$ cat config.mk
export PLATFORM = sky130hd
export DESIGN_NAME = instruction_fetch_unit
export DESIGN_NICKNAME = d
export VERILOG_FILES = /design/src/rtl/instruction_fetch_unit_pkg.sv /design/src/rtl/instruction_fetch_unit_fetch_next_pc.sv /design/src/rtl/instruction_fetch_unit.sv
export SDC_FILE = /design/constraint.sdc
export NUM_CORES = 1
export LEC_CHECK = 0
export BUFFER_PORTS_ARGS = -buffer_cell sky130_fd_sc_hd__buf_2
export CAP_MARGIN = 30
export CORE_MARGIN = 5
export CORE_UTILIZATION = 55
export DETAILED_ROUTE_END_ITERATION = 8
export GPL_ROUTABILITY_DRIVEN = 0
export PLACE_DENSITY = 0.86
export SYNTH_ARGS = -nofsm -noshare
export SYNTH_HDL_FRONTEND = slang
export SYNTH_SLANG_ARGS = --single-unit
$ cat constraint.sdc
create_clock -name CLK -period 7.3 [get_ports CLK]
set_input_delay 0 -clock CLK [delete_from_list [all_inputs] [get_ports CLK]]
set_output_delay 0 -clock CLK [all_outputs]
set_load 0.005 [all_outputs]
$ cat src/rtl/instruction_fetch_unit_pkg.sv
// Shared definitions for the instruction fetch stage.
// Latency: n/a (types and constants only).
// Backpressure: n/a.
package instruction_fetch_unit_pkg;

    // Next-PC source select driven by decode.
    typedef enum logic [1:0] {
        PCSRC_SEQ = 2'b00,
        PCSRC_BR  = 2'b01,
        PCSRC_J   = 2'b10,
        PCSRC_JR  = 2'b11
    } pcsrc_e;

    localparam logic [31:0] NOP_INSTR        = 32'h0000_0000;
    localparam logic [31:0] DEFAULT_RESET_PC = 32'h0000_0000;

    // IF/ID pipeline register contents.
    typedef struct packed {
        logic [31:0] instr;
        logic [31:0] pc_plus4;
        logic        valid;
    } ifid_t;

    localparam ifid_t IFID_BUBBLE = '{instr: NOP_INSTR, pc_plus4: 32'h0, valid: 1'b0};

endpackage

$ cat src/rtl/instruction_fetch_unit_fetch_next_pc.sv
// Next-PC calculation: sequential, branch, jump and jump-register targets.
// Latency: purely combinational, zero cycles.
// Backpressure: none; the caller decides whether the result is used (stall).
//
// Ports:
//   i_pcf       current fetch PC
//   i_pcplus4d  PC+4 of the instruction in decode (base for branch/jump)
//   i_pcsrc     next-PC select
//   i_bimm      signed word offset for branches
//   i_jidx      jump target index
//   i_jreg      jump-register target
//   o_seq_pc    i_pcf + 4
//   o_next_pc   target selected by i_pcsrc
//   o_misalign  jump-register selected with a non word-aligned target
module fetch_next_pc
    import instruction_fetch_unit_pkg::*;
(
    input  logic [31:0] i_pcf,
    input  logic [31:0] i_pcplus4d,
    input  logic [1:0]  i_pcsrc,
    input  logic [15:0] i_bimm,
    input  logic [25:0] i_jidx,
    input  logic [31:0] i_jreg,
    output logic [31:0] o_seq_pc,
    output logic [31:0] o_next_pc,
    output logic        o_misalign
);

    logic [31:0] w_br_target;
    logic [31:0] w_j_target;
    logic [31:0] w_jr_target;

    // 32-bit modulo arithmetic: 0xFFFF_FFFC + 4 wraps to 0.
    assign o_seq_pc    = i_pcf + 32'd4;
    assign w_br_target = i_pcplus4d + {{14{i_bimm[15]}}, i_bimm, 2'b00};
    assign w_j_target  = {i_pcplus4d[31:28], i_jidx, 2'b00};
    // Low bits are forced to zero; the misalignment is reported separately.
    assign w_jr_target = {i_jreg[31:2], 2'b00};

    always_comb begin
        o_next_pc = o_seq_pc;
        case (pcsrc_e'(i_pcsrc))
            PCSRC_SEQ: o_next_pc = o_seq_pc;
            PCSRC_BR:  o_next_pc = w_br_target;
            PCSRC_J:   o_next_pc = w_j_target;
            PCSRC_JR:  o_next_pc = w_jr_target;
            default:   o_next_pc = o_seq_pc;
        endcase
    end

    assign o_misalign = (pcsrc_e'(i_pcsrc) == PCSRC_JR) && (i_jreg[1:0] != 2'b00);

endmodule

$ cat src/rtl/instruction_fetch_unit.sv
// Fetch stage: PC register, instruction-memory addressing, IF/ID register.
// Latency: instruction at PCF in cycle n appears in InstrD in cycle n+1; redirects cost one bubble.
// Backpressure: Stall freezes PC and IF/ID (Flush during Stall still squashes IF/ID).
//
// Ports:
//   CLK, Reset         clock, synchronous active-high reset
//   Stall, Flush       hazard controls from decode
//   PCSrc              next-PC select (seq / branch / jump / jump-register)
//   BranchImm, JumpIdx, JumpReg   redirect target sources
//   ImemAddr, ImemRD   combinational instruction-memory port
//   PCF                current fetch PC
//   InstrD, PCPlus4D, ValidD      IF/ID register
//   MisalignErr        sticky misaligned jump-register flag
module instruction_fetch_unit
    import instruction_fetch_unit_pkg::*;
#(
    parameter logic [31:0] RESET_PC = DEFAULT_RESET_PC,
    parameter int          IMEM_AW  = 6
) (
    input  logic               CLK,
    input  logic               Reset,
    input  logic               Stall,
    input  logic               Flush,
    input  logic [1:0]         PCSrc,
    input  logic [15:0]        BranchImm,
    input  logic [25:0]        JumpIdx,
    input  logic [31:0]        JumpReg,
    output logic [IMEM_AW-1:0] ImemAddr,
    input  logic [31:0]        ImemRD,
    output logic [31:0]        PCF,
    output logic [31:0]        InstrD,
    output logic [31:0]        PCPlus4D,
    output logic               ValidD,
    output logic               MisalignErr
);

    logic [31:0] r_pcf;
    ifid_t       r_ifid;
    logic        r_misalign_err;

    logic [31:0] w_seq_pc;
    logic [31:0] w_next_pc;
    logic        w_misalign;
    logic        w_redirect;

    fetch_next_pc u_next_pc (
        .i_pcf      (r_pcf),
        .i_pcplus4d (r_ifid.pc_plus4),
        .i_pcsrc    (PCSrc),
        .i_bimm     (BranchImm),
        .i_jidx     (JumpIdx),
        .i_jreg     (JumpReg),
        .o_seq_pc   (w_seq_pc),
        .o_next_pc  (w_next_pc),
        .o_misalign (w_misalign)
    );

    // Only meaningful when not stalled; the stall branch below takes priority.
    assign w_redirect = (pcsrc_e'(PCSrc) != PCSRC_SEQ);

    always_ff @(posedge CLK) begin
        if (Reset) begin
            r_pcf          <= RESET_PC;
            r_ifid         <= IFID_BUBBLE;
            r_misalign_err <= 1'b0;
        end else if (Stall) begin
            // Decode is held too and will re-present any redirect request,
            // so PCSrc is ignored here. Flush still squashes the held slot.
            if (Flush) begin
                r_ifid.instr <= NOP_INSTR;
                r_ifid.valid <= 1'b0;
            end
        end else if (w_redirect) begin
            // No delay slot: the word fetched this cycle is wrong-path.
            r_pcf  <= w_next_pc;
            r_ifid <= IFID_BUBBLE;
            if (w_misalign) begin
                r_misalign_err <= 1'b1;
            end
        end else if (Flush) begin
            r_pcf  <= w_seq_pc;
            r_ifid <= IFID_BUBBLE;
        end else begin
            r_pcf           <= w_seq_pc;
            r_ifid.instr    <= ImemRD;
            r_ifid.pc_plus4 <= w_seq_pc;
            r_ifid.valid    <= 1'b1;
        end
    end

    // Word address; PCs beyond the memory wrap by truncation.
    assign ImemAddr    = r_pcf[IMEM_AW+1:2];
    assign PCF         = r_pcf;
    assign InstrD      = r_ifid.instr;
    assign PCPlus4D    = r_ifid.pc_plus4;
    assign ValidD      = r_ifid.valid;
    assign MisalignErr = r_misalign_err;

endmodule

# Yosys cells after proc, flatten, opt, wreduce, memory -nomap -nowiden
# Cells that the tools add are included.
[classes] n_eq_ne=4 n_mux=8 n_addsub=2 n_reduce_logical=5 bitwise_logic=1
[ops] operator="2-to-1 mux 65 bit" n=2
[ops] operator="one-hot mux 32 bit (4 select lines)" n=1
[ops] operator="2-to-1 mux 32 bit" n=3
[ops] operator="adder 32 x 3 -> 32 bit (second input constant)" n=1
[ops] operator="adder 32 bit" n=1
[ops] operator="equality test 2 bit (second input constant)" n=2
[ops] operator="nonzero test 2 bit" n=2
[ops] operator="AND reduction 3 bit" n=1
[ops] operator="equality test 2 x 1 -> 1 bit (second input constant)" n=1
[ops] operator="logical NOT 2 bit" n=1
[ops] operator="2-to-1 mux 1 bit" n=2
[ops] operator="inequality test 2 x 1 -> 1 bit (second input constant)" n=1
[ops] operator="logical AND 1 bit" n=1
[ops] operator="inverter 1 bit" n=1
[word_totals] reg_bits=98 output_inout_bits=104 word_cells=25 input_bits=112

# Depth between registers and ports, before layout
# Gate-level depths: netlist of run 1.
[logic_depth] word_depth=4 ltp_mapped=10 mapped_depth_nobuf=10

# Cells and area by module
# A second synthesis of run 1 with hierarchy kept.
[unflattened] cells_unflattened=704 hier_area_um2=6448.7
[by_module_without_submodules] module="instruction_fetch_unit" area_per_inst_um2=3542.1 instances=1 cells_each=341 seq_area_each_um2=1961.9
[by_module_without_submodules] module="fetch_next_pc" area_per_inst_um2=2906.5 instances=1 cells_each=363 seq_area_each_um2=0.0

# Worst setup path after synthesis of run 1
# Ideal clock, no wire load.
[synth_timing] path_kind="register to register" start="reg r_ifid, in the netlist PCPlus4D[2]" end="reg r_pcf[12] (netlist: PCF[12])" setup_ps=117 slack_ps=4780 period_less_slack_ps=2520 path_stages_with_launch=11 n_path_buf=0 arrival_time_ps=2403 required_ps=7183 path_cell_list="dfxtp_1 ha_1 inv_1 fa_1 nand2b_1 a211oi_1 o21a_1 o41ai_2 xnor2_1 mux4_2 a22o_1"
[synth_between] elab_chain_cells=3
[synth_rtl] item="from (decl)" line_no="instruction_fetch_unit.sv:38" source="ifid_t r_ifid;"
[synth_rtl] item="adder 32 bit" line_no="instruction_fetch_unit_fetch_next_pc.sv:35" source="assign w_br_target = i_pcplus4d + {{14{i_bimm[15]}}, i_bimm, 2'b00};"
[synth_rtl] item="one-hot mux 32 bit (4 select lines)" line_no="instruction_fetch_unit_fetch_next_pc.sv:42" source="case (pcsrc_e'(i_pcsrc))"
[synth_rtl] item="2-to-1 mux 32 bit" line_no="instruction_fetch_unit.sv:73" source="end else if (w_redirect) begin"
[synth_rtl] item="to (signal assigned)" line_no="instruction_fetch_unit.sv:75" source="r_pcf <= w_next_pc;"
[synth_rtl] item="to (signal assigned)" line_no="instruction_fetch_unit.sv:81" source="r_pcf <= w_seq_pc;"
[synth_rtl] item="to (signal assigned)" line_no="instruction_fetch_unit.sv:84" source="r_pcf <= w_seq_pc;"
[synth_rtl] item="to (decl)" line_no="instruction_fetch_unit.sv:37" source="logic [31:0] r_pcf;"
# No other way between the ends.
# A chain may end at the register's enable or synchronous reset.

# Final worst setup path of run 1
# Same ends and word-level chain as after synthesis.

==> impl_metrics.yaml, run 1 <==
yosys:
  synthXorXnorAreaFrac_pct: 5.957
  ys_types: 75
  avgSynthCellArea_um2: 8.030
  synth_top_family_by_area: "compound AO/OA/AOI/OAI gates"
  synthTopCellsByArea: "dfxtp_1, a22oi_1, nor2_1, ha_1, a21oi_1"
  muxShareOfSynthArea_pct: 5.995
  ys.flop_type: "dfxtp_1"
  syn-cell-area_um2: 6616
  synth_top_cell_by_area: "dfxtp_1"
  synth_fa_ha_area_share_pct: 5.976
  synth_edf_count: 0
  synth_top_area_share_pct: 29.65
  synth_compound_area_share_pct: 27.44
  seq_area_frac_synth_pct: 29.65
  syn_inst: 824
  yosys.area_share.simple_pct: 19.78
  synth_nets: 967
  async_reset_ff_share_pct: 0
  ys_seq_elements: 98
  synth_warnings: 0
timing:
  setup_violations: 0
  fmax_mhz: 353.8
  hold_violations: 0
  relSlewSlack_pct: 43.76
  fin_tns_setup_ns: 0
  post-route-period-util_pct: 38.72
  rsz0062_at_grt: "no"
  finalWorstSetupSlack_ns: 4.474
  timing.hold.ws_ns: 0.02258
  drv_slew: 0
  worstMarginPinSlew_ns: 0.8419
  period_needed_ns: 2.826
  worst_clock_skew_ns: 0.008271
die:
  core_area_um2: 11910
  ioPinCount: 216
  die_h_um: 119.7
  die_w_um: 119.7
  dieArea_um2: 14320
  fp-row-count: 40
  start_util_pct: 55.55
route:
  drt_first_pass_iters: 5
  antenna_left: 0
  wl_um: 24020
  first_iter_violations: 768
  wl_per_cell_um: 20.32
  num_vias: 7526
  vias_per_cell: 6.367
  drc_errors: 0
power:
  p_comb_share_pct: 18.2
  power.internal_mw: 0.9844
  power.share.clock_pct: 39.1
  p_sw_mw: 0.3794
  powerDensity_nw_per_um2: 163.2
  switching_share_pct: 27.82
  power_mw: 1.364
  p_leak_nw: 3.786
  p_seq_share_pct: 42.8
  ir_drop_mv: 0.1132
grt:
  grt_pass1_vias: 7300
  grt_overflow: 0
  track_usage_pct: 32.58
  grt_pass1_wl_um: 37810
  grt_max_degree: 69
  antenna_found_initial: 0
place:
  io_buffers: 215
  dp_hpwl_um: 16680
  preCtsSetupSlack_ns: 4.551
cts:
  root_buffer: "clkbuf_16"
  cts_buffer_depth: 2
  cts_tree: "done"
  numCtsBuffers: 9
  htree_num_levels: 3
  cts_sinks: 98
  clk_latency_ns: 0.35
  path_clk_slew_ns: 0.07
cells_and_area:
  area.growth.synth_to_final_pct: 26.29
  diodes: 0
  n_fill_cell: 987
  drive_gt1_share_pct: 26.38
  final_nets: 1174
setup_path:
  timing.rr.end: "PCF[12]"
  crit_type: "reg2reg"
  worstPathRequired_ns: 7.54
  r2r_start: "PCPlus4D[2]"
  crit_path_start_kind: "flip-flop"
  rr_worst_depth: 10
  critPathArrivalTime_ns: 3.06
  regToRegSetupSlack_ns: 4.47
  end_kind: "flip-flop"
  crit_fanout: 3
flow_run:
  maxCapViolations: 0
worst_hold_path:
  hold_depth: 4
  hp-start: "Flush"
  hold_class: "in2reg"
  hold_path_end: "ValidD"
run_status:
  run_status: "finished clean"
stage by stage:
stage | util [%] | std cells | instance area (um2)
floorplan | - | 824 | 6616
global placement | 64.40 | 1133 | 7671
detailed placement | 64.63 | 1134 | 7699
CTS | 70.15 | 1182 | 8356
global route | 70.15 | 1182 | 8356
finish | 70.15 | 1182 | 8356
worst max-delay path: stages (launching register included):
cell	delay [ns]
dfxtp_1	0.36
ha_1	0.20
inv_1	0.06
fa_1	0.39
nand2b_1	0.21
a211oi_1	0.35
o21a_1	0.26
o41ai_2	0.10
xnor2_1	0.13
mux4_2	0.44
a22o_1	0.21
kinds of logic (layout without fill, tap and decap cells):
logic type	Yosys count	in the layout
fa+ha+maj	31	31
buf+inv	81	292
simple gates	277	277
mux	26	26
flops	98	98
xor+xnor	45	45
compound gates	266	266
cell usage in the layout (no fill, tap or decap), types with 14 or more instances in the layout:
| master | count |
|---|---|
| a21oi_1 | 58 |
| a22oi_1 | 63 |
| buf_2 | 215 |
| dfxtp_1 | 98 |
| dlygate4sd3_1 | 33 |
| ha_1 | 30 |
| inv_1 | 21 |
| nand2_1 | 64 |
| nand3_1 | 29 |
| nor2_1 | 111 |
| nor3_1 | 14 |
| o21ai_0 | 42 |
| xnor2_1 | 31 |
| xor2_1 | 14 |
power groups by stage:
stage,logic (mW),clock network (mW),registers [mW]
2_1_floorplan,0.144,0,0.584
3_3_place_gp,0.222,0,0.593
3_5_place_dp,0.228,0,0.594
4_1_cts,0.242,0.535,0.582
5_1_grt,0.269,0.560,0.586
6_report,0.248,0.533,0.583
synthesized netlist by cell type (all sizes together), types with 4 or more instances:
| cell | count |
|---|---|
| nand4 | 13 |
| buf | 20 |
| nand2b | 7 |
| or4 | 4 |
| a31oi | 12 |
| clkbuf | 40 |
| dfxtp | 98 |
| and3 | 5 |
| or2 | 5 |
| nor2 | 112 |
| a211oi | 10 |
| nand3 | 30 |
| o211ai | 6 |
| o21a | 9 |
| ha | 30 |
| o21ai | 42 |
| inv | 21 |
| or3 | 5 |
| xor2 | 14 |
| a22oi | 63 |
| mux2 | 6 |
| nand2 | 64 |
| a21oi | 58 |
| o221ai | 5 |
| o22ai | 5 |
| mux2i | 10 |
| a21o | 10 |
| xnor2 | 31 |
| nor3 | 16 |
| mux4 | 10 |
area by class of cell:
class	count	area, um2	share of cell area, %
multi-input cells	645	4318	51.68
flip-flops and latches	98	1962	23.48
repair buffers	256	1486	17.79
clock buffers	11	252.7	3.025
well taps	147	183.9	2.201
inverters	21	78.83	0.9434
clock inverters	4	73.82	0.8835
flip-flops by register name, summed over array words and instances (netlist names):
name,cells
InstrD,32
MisalignErr,1
PCF,32
PCPlus4D,32
ValidD,1
what timing repair did:
item	in CTS	in global routing
resized for setup	0	0
endpoints found under the hold margin	33	0
hold buffers	33	0
setup buffers	0	0
metal layers:
| layer | track usage [%] | up-vias | part of all wire (%) |
|---|---|---|---|
| met1 | 39.76 | 3468 | 38 |
| met2 | 52.93 | 509 | 46 |
| met3 | 8.907 | 78 | 12 |
| met4 | 16.11 | 0 | 4.2 |
| met5 | 0 | - | 0 |
| li1 | - | 3471 | - |
how the worst max path moves through the flow:
stage                            from  endpoint  slack [ns]  cells past startpoint
final                     PCPlus4D[2]   PCF[12]        4.47                     10
after global routing           PCF[2]   PCF[30]        4.31                      8
after CTS                 PCPlus4D[2]   PCF[12]        4.51                     10
after detailed placement  PCPlus4D[2]   PCF[12]        4.55                     10
after global placement          Stall   PCF[19]        4.63                      8
after floorplan           PCPlus4D[2]   PCF[12]        4.78                     10
Power figures use the tool's default switching activity.
==> inputs of run 2 (changes only) <==
--- a/config.mk
+++ b/config.mk
@@ -5,13 +5,14 @@
 export SDC_FILE = /design/constraint.sdc
 export NUM_CORES = 1
 export LEC_CHECK = 0
+export ABC_AREA = 1
 export BUFFER_PORTS_ARGS = -buffer_cell sky130_fd_sc_hd__buf_2
 export CAP_MARGIN = 30
 export CORE_MARGIN = 5
-export CORE_UTILIZATION = 55
+export CORE_UTILIZATION = 53
 export DETAILED_ROUTE_END_ITERATION = 8
 export GPL_ROUTABILITY_DRIVEN = 0
-export PLACE_DENSITY = 0.86
+export PLACE_DENSITY = 0.82
 export SYNTH_ARGS = -nofsm -noshare
 export SYNTH_HDL_FRONTEND = slang
 export SYNTH_SLANG_ARGS = --single-unit
==> constraint.sdc (replaced) <==
create_clock -name CLK -period 2.8 [get_ports CLK]
set_input_delay 0 -clock CLK [delete_from_list [all_inputs] [get_ports CLK]]
set_output_delay 0 -clock CLK [all_outputs]
set_load 0.005 [all_outputs]
==> impl_metrics.yaml, run 2 <==
run_status:
  run_status: "finished clean"
flow_run:
  maxCapViolations: 0
yosys:
  avgSynthCellArea_um2: 6.097
  synth_top_cell_by_area: "dfxtp_1"
  seq_area_frac_synth_pct: 27.55
  yosys.area_share.simple_pct: 38.32
  async_reset_ff_share_pct: 0
  synth_top_family_by_area: "simple AND/OR/NAND/NOR gates"
  synth_nets: 1311
  synth_warnings: 0
  netlist_top_cells_count: "nand2_1, a21oi_1, inv_1"
  synth_edf_count: 0
  syn_inst: 1168
  synth_top_area_share_pct: 27.55
  synth_fa_ha_area_share_pct: 5.552
  ys.flop_type: "dfxtp_1"
  synthXorXnorAreaFrac_pct: 2.460
  syn-cell-area_um2: 7122
  ys_types: 44
  synth_compound_area_share_pct: 15.37
  synth.most_common_cell: "nand2_1"
  muxShareOfSynthArea_pct: 0
  ys_seq_elements: 98
  synthTopCellsByArea: "dfxtp_1, nand2_1, a21oi_1, inv_1, nor2_1"
die:
  die_w_um: 125.9
  start_util_pct: 53.99
  fp-row-count: 42
  core_area_um2: 13190
  die_h_um: 125.9
  ioPinCount: 216
  dieArea_um2: 15860
grt:
  grt_pass1_wl_um: 41680
  grt_overflow: 0
  track_usage_pct: 32.35
  grt_max_degree: 58
  antenna_found_initial: 0
  grt_pass1_vias: 8310
setup_path:
  cp_slowest_cell: "dfxtp_1"
  crit_chain: "ha_1 -> inv_1 -> fa_1 -> inv_1 -> nand3_1 -> nand3_1 -> nand3_1 -> nand3_1 -> nand2_1 -> nand2_1 -> nand2_1 -> nand3_1 -> nand2_1 -> nand2_1 -> nor2_1"
  slowest_delay_ns: 0.36
  end_kind: "flip-flop"
  cp_num_buf_inv: 2
  critPathArrivalTime_ns: 2.42
  crit_fanout: 5
  crit_path_start_kind: "flip-flop"
  crit_family: "simple AND/OR/NAND/NOR gates"
  worstPathRequired_ns: 3.05
  crit_type: "reg2reg"
timing:
  period_needed_ns: 2.170
  relSlewSlack_pct: 58.52
  rsz0062_at_grt: "no"
  drv_slew: 0
  finalWorstSetupSlack_ns: 0.6297
  fmax_mhz: 460.8
  setup_violations: 0
  worstMarginPinSlew_ns: 0.6215
  worst_clock_skew_ns: 0.01053
  hold_violations: 0
  post-route-period-util_pct: 77.51
  fin_tns_setup_ns: 0
cells_and_area:
  final_common_cell: "nand2_1"
  diodes: 0
  layout_common_cells: "nand2_1, buf_2, a21oi_1"
  n_fill_cell: 1161
  drive_gt1_share_pct: 19.49
  final-seq-area_um2: 1962
  final_nets: 1544
  stdcell_count: 1582
  area.growth.synth_to_final_pct: 26.77
  multi_input_comb_area_um2: 4397
  postLayoutCoreUtil_pct: 68.45
power:
  switching_share_pct: 28.72
  p_leak_nw: 4.519
  p_seq_share_pct: 41.7
  p_comb_share_pct: 18.4
  ir_drop_mv: 0.3963
  power_mw: 3.612
  p_sw_mw: 1.037
  power.share.clock_pct: 39.9
  powerDensity_nw_per_um2: 400.0
  power.internal_mw: 2.574
route:
  drt_first_pass_iters: 6
  antenna_left: 0
  vias_per_cell: 5.582
  wl_um: 26480
  first_iter_violations: 1127
  drc_errors: 0
  num_vias: 8830
  wl_per_cell_um: 16.74
cts:
  root_buffer: "clkbuf_16"
  numCtsBuffers: 9
  cts_buffer_depth: 2
  htree_num_levels: 3
  cts_sinks: 98
  clk_latency_ns: 0.36
  cts_setup_buffers: 0
  cts_tree: "done"
  path_clk_slew_ns: 0.07
place:
  io_buffers: 215
  preCtsSetupSlack_ns: 0.6859
  dp.cells: 1522
  dp_hpwl_um: 19760
worst_hold_path:
  hold_class: "in2reg"
[run 2: cell count changes after synthesis, sizes merged, moves of 11 or more]
| cell | delta |
|---|---|
| o21ai | -21 |
| a22oi | -62 |
| inv | +114 |
| clkbuf | -17 |
| a21oi | +79 |
| a31oi | -12 |
| xnor2 | -28 |
| nand2 | +323 |
| nand3 | +46 |
| nor2 | +11 |
[run 2: final timing paths]
path / startpoint / end / slack [ns] / cells after the start
max reg2reg: PCPlus4D[2] / PCF[30] / 0.63 / 15
min: JumpIdx[12] / PCF[14] / 0.01 / 3
min reg2reg: MisalignErr / MisalignErr / 0.46 / 2
max: PCPlus4D[2] / PCF[30] / 0.63 / 15
[run 2: worst reg2reg max path: stages (launching register included)]
cell and delay, ns:
dfxtp_1 0.36, ha_1 0.22, inv_1 0.07, fa_1 0.35, inv_1 0.10, nand3_1 0.08
nand3_1 0.16, nand3_1 0.10, nand3_1 0.17, nand2_1 0.10, nand2_1 0.08, nand2_1 0.05
nand3_1 0.08, nand2_1 0.06, nand2_1 0.06, nor2_1 0.04
[run 2: cell families after synthesis]
logic type      count (synthesis)
compound gates                194
xor+xnor                       20
fa+ha+maj                      31
buf+inv                       184
flops                          98
simple gates                  641
[run 2: power by group through the flow]
| stage | Combinational, mW | Sequential [mW] | Clock, mW |
|---|---|---|---|
| after detailed placement | 0.597 | 1.53 | 0 |
| final | 0.663 | 1.51 | 1.44 |
| after CTS | 0.648 | 1.50 | 1.45 |
| after floorplan | 0.361 | 1.52 | 0 |
| after global placement | 0.590 | 1.53 | 0 |
| after global routing | 0.729 | 1.51 | 1.50 |
[run 2: repair_timing]
item                      CTS  global route
hold buffers               44             0
resized for setup           0             0
hold endpoints to repair   40             0
[run 2: cell type report]
class | count | share of cell area [%]
Clock buffer | 12 | 2.952
Clock inverter | 4 | 0.8592
Inverter | 137 | 5.696
Multi-Input combinational cell | 886 | 48.70
Sequential cell | 98 | 21.73
Tap cell | 176 | 2.439
Timing Repair Buffer | 269 | 17.63
[run 2: per-stage QoR]
step / area (um2) / hold WS, ns
floorplan: 7122 / 0.1428
global placement: 8244 / 0.2487
detailed placement: 8244 / 0.2539
CTS: 9029 / 0.002023
global route: 9029 / 0.005658
finish: 9029 / 0.009607
[run 2: layer usage]
layer	global-route usage [%]	vias up	part of all wire, %
met5	0	-	0
met4	14.13	0	4.6
met3	8.086	93	11
met2	53.02	528	46
met1	40.36	3982	38
li1	-	4227	-
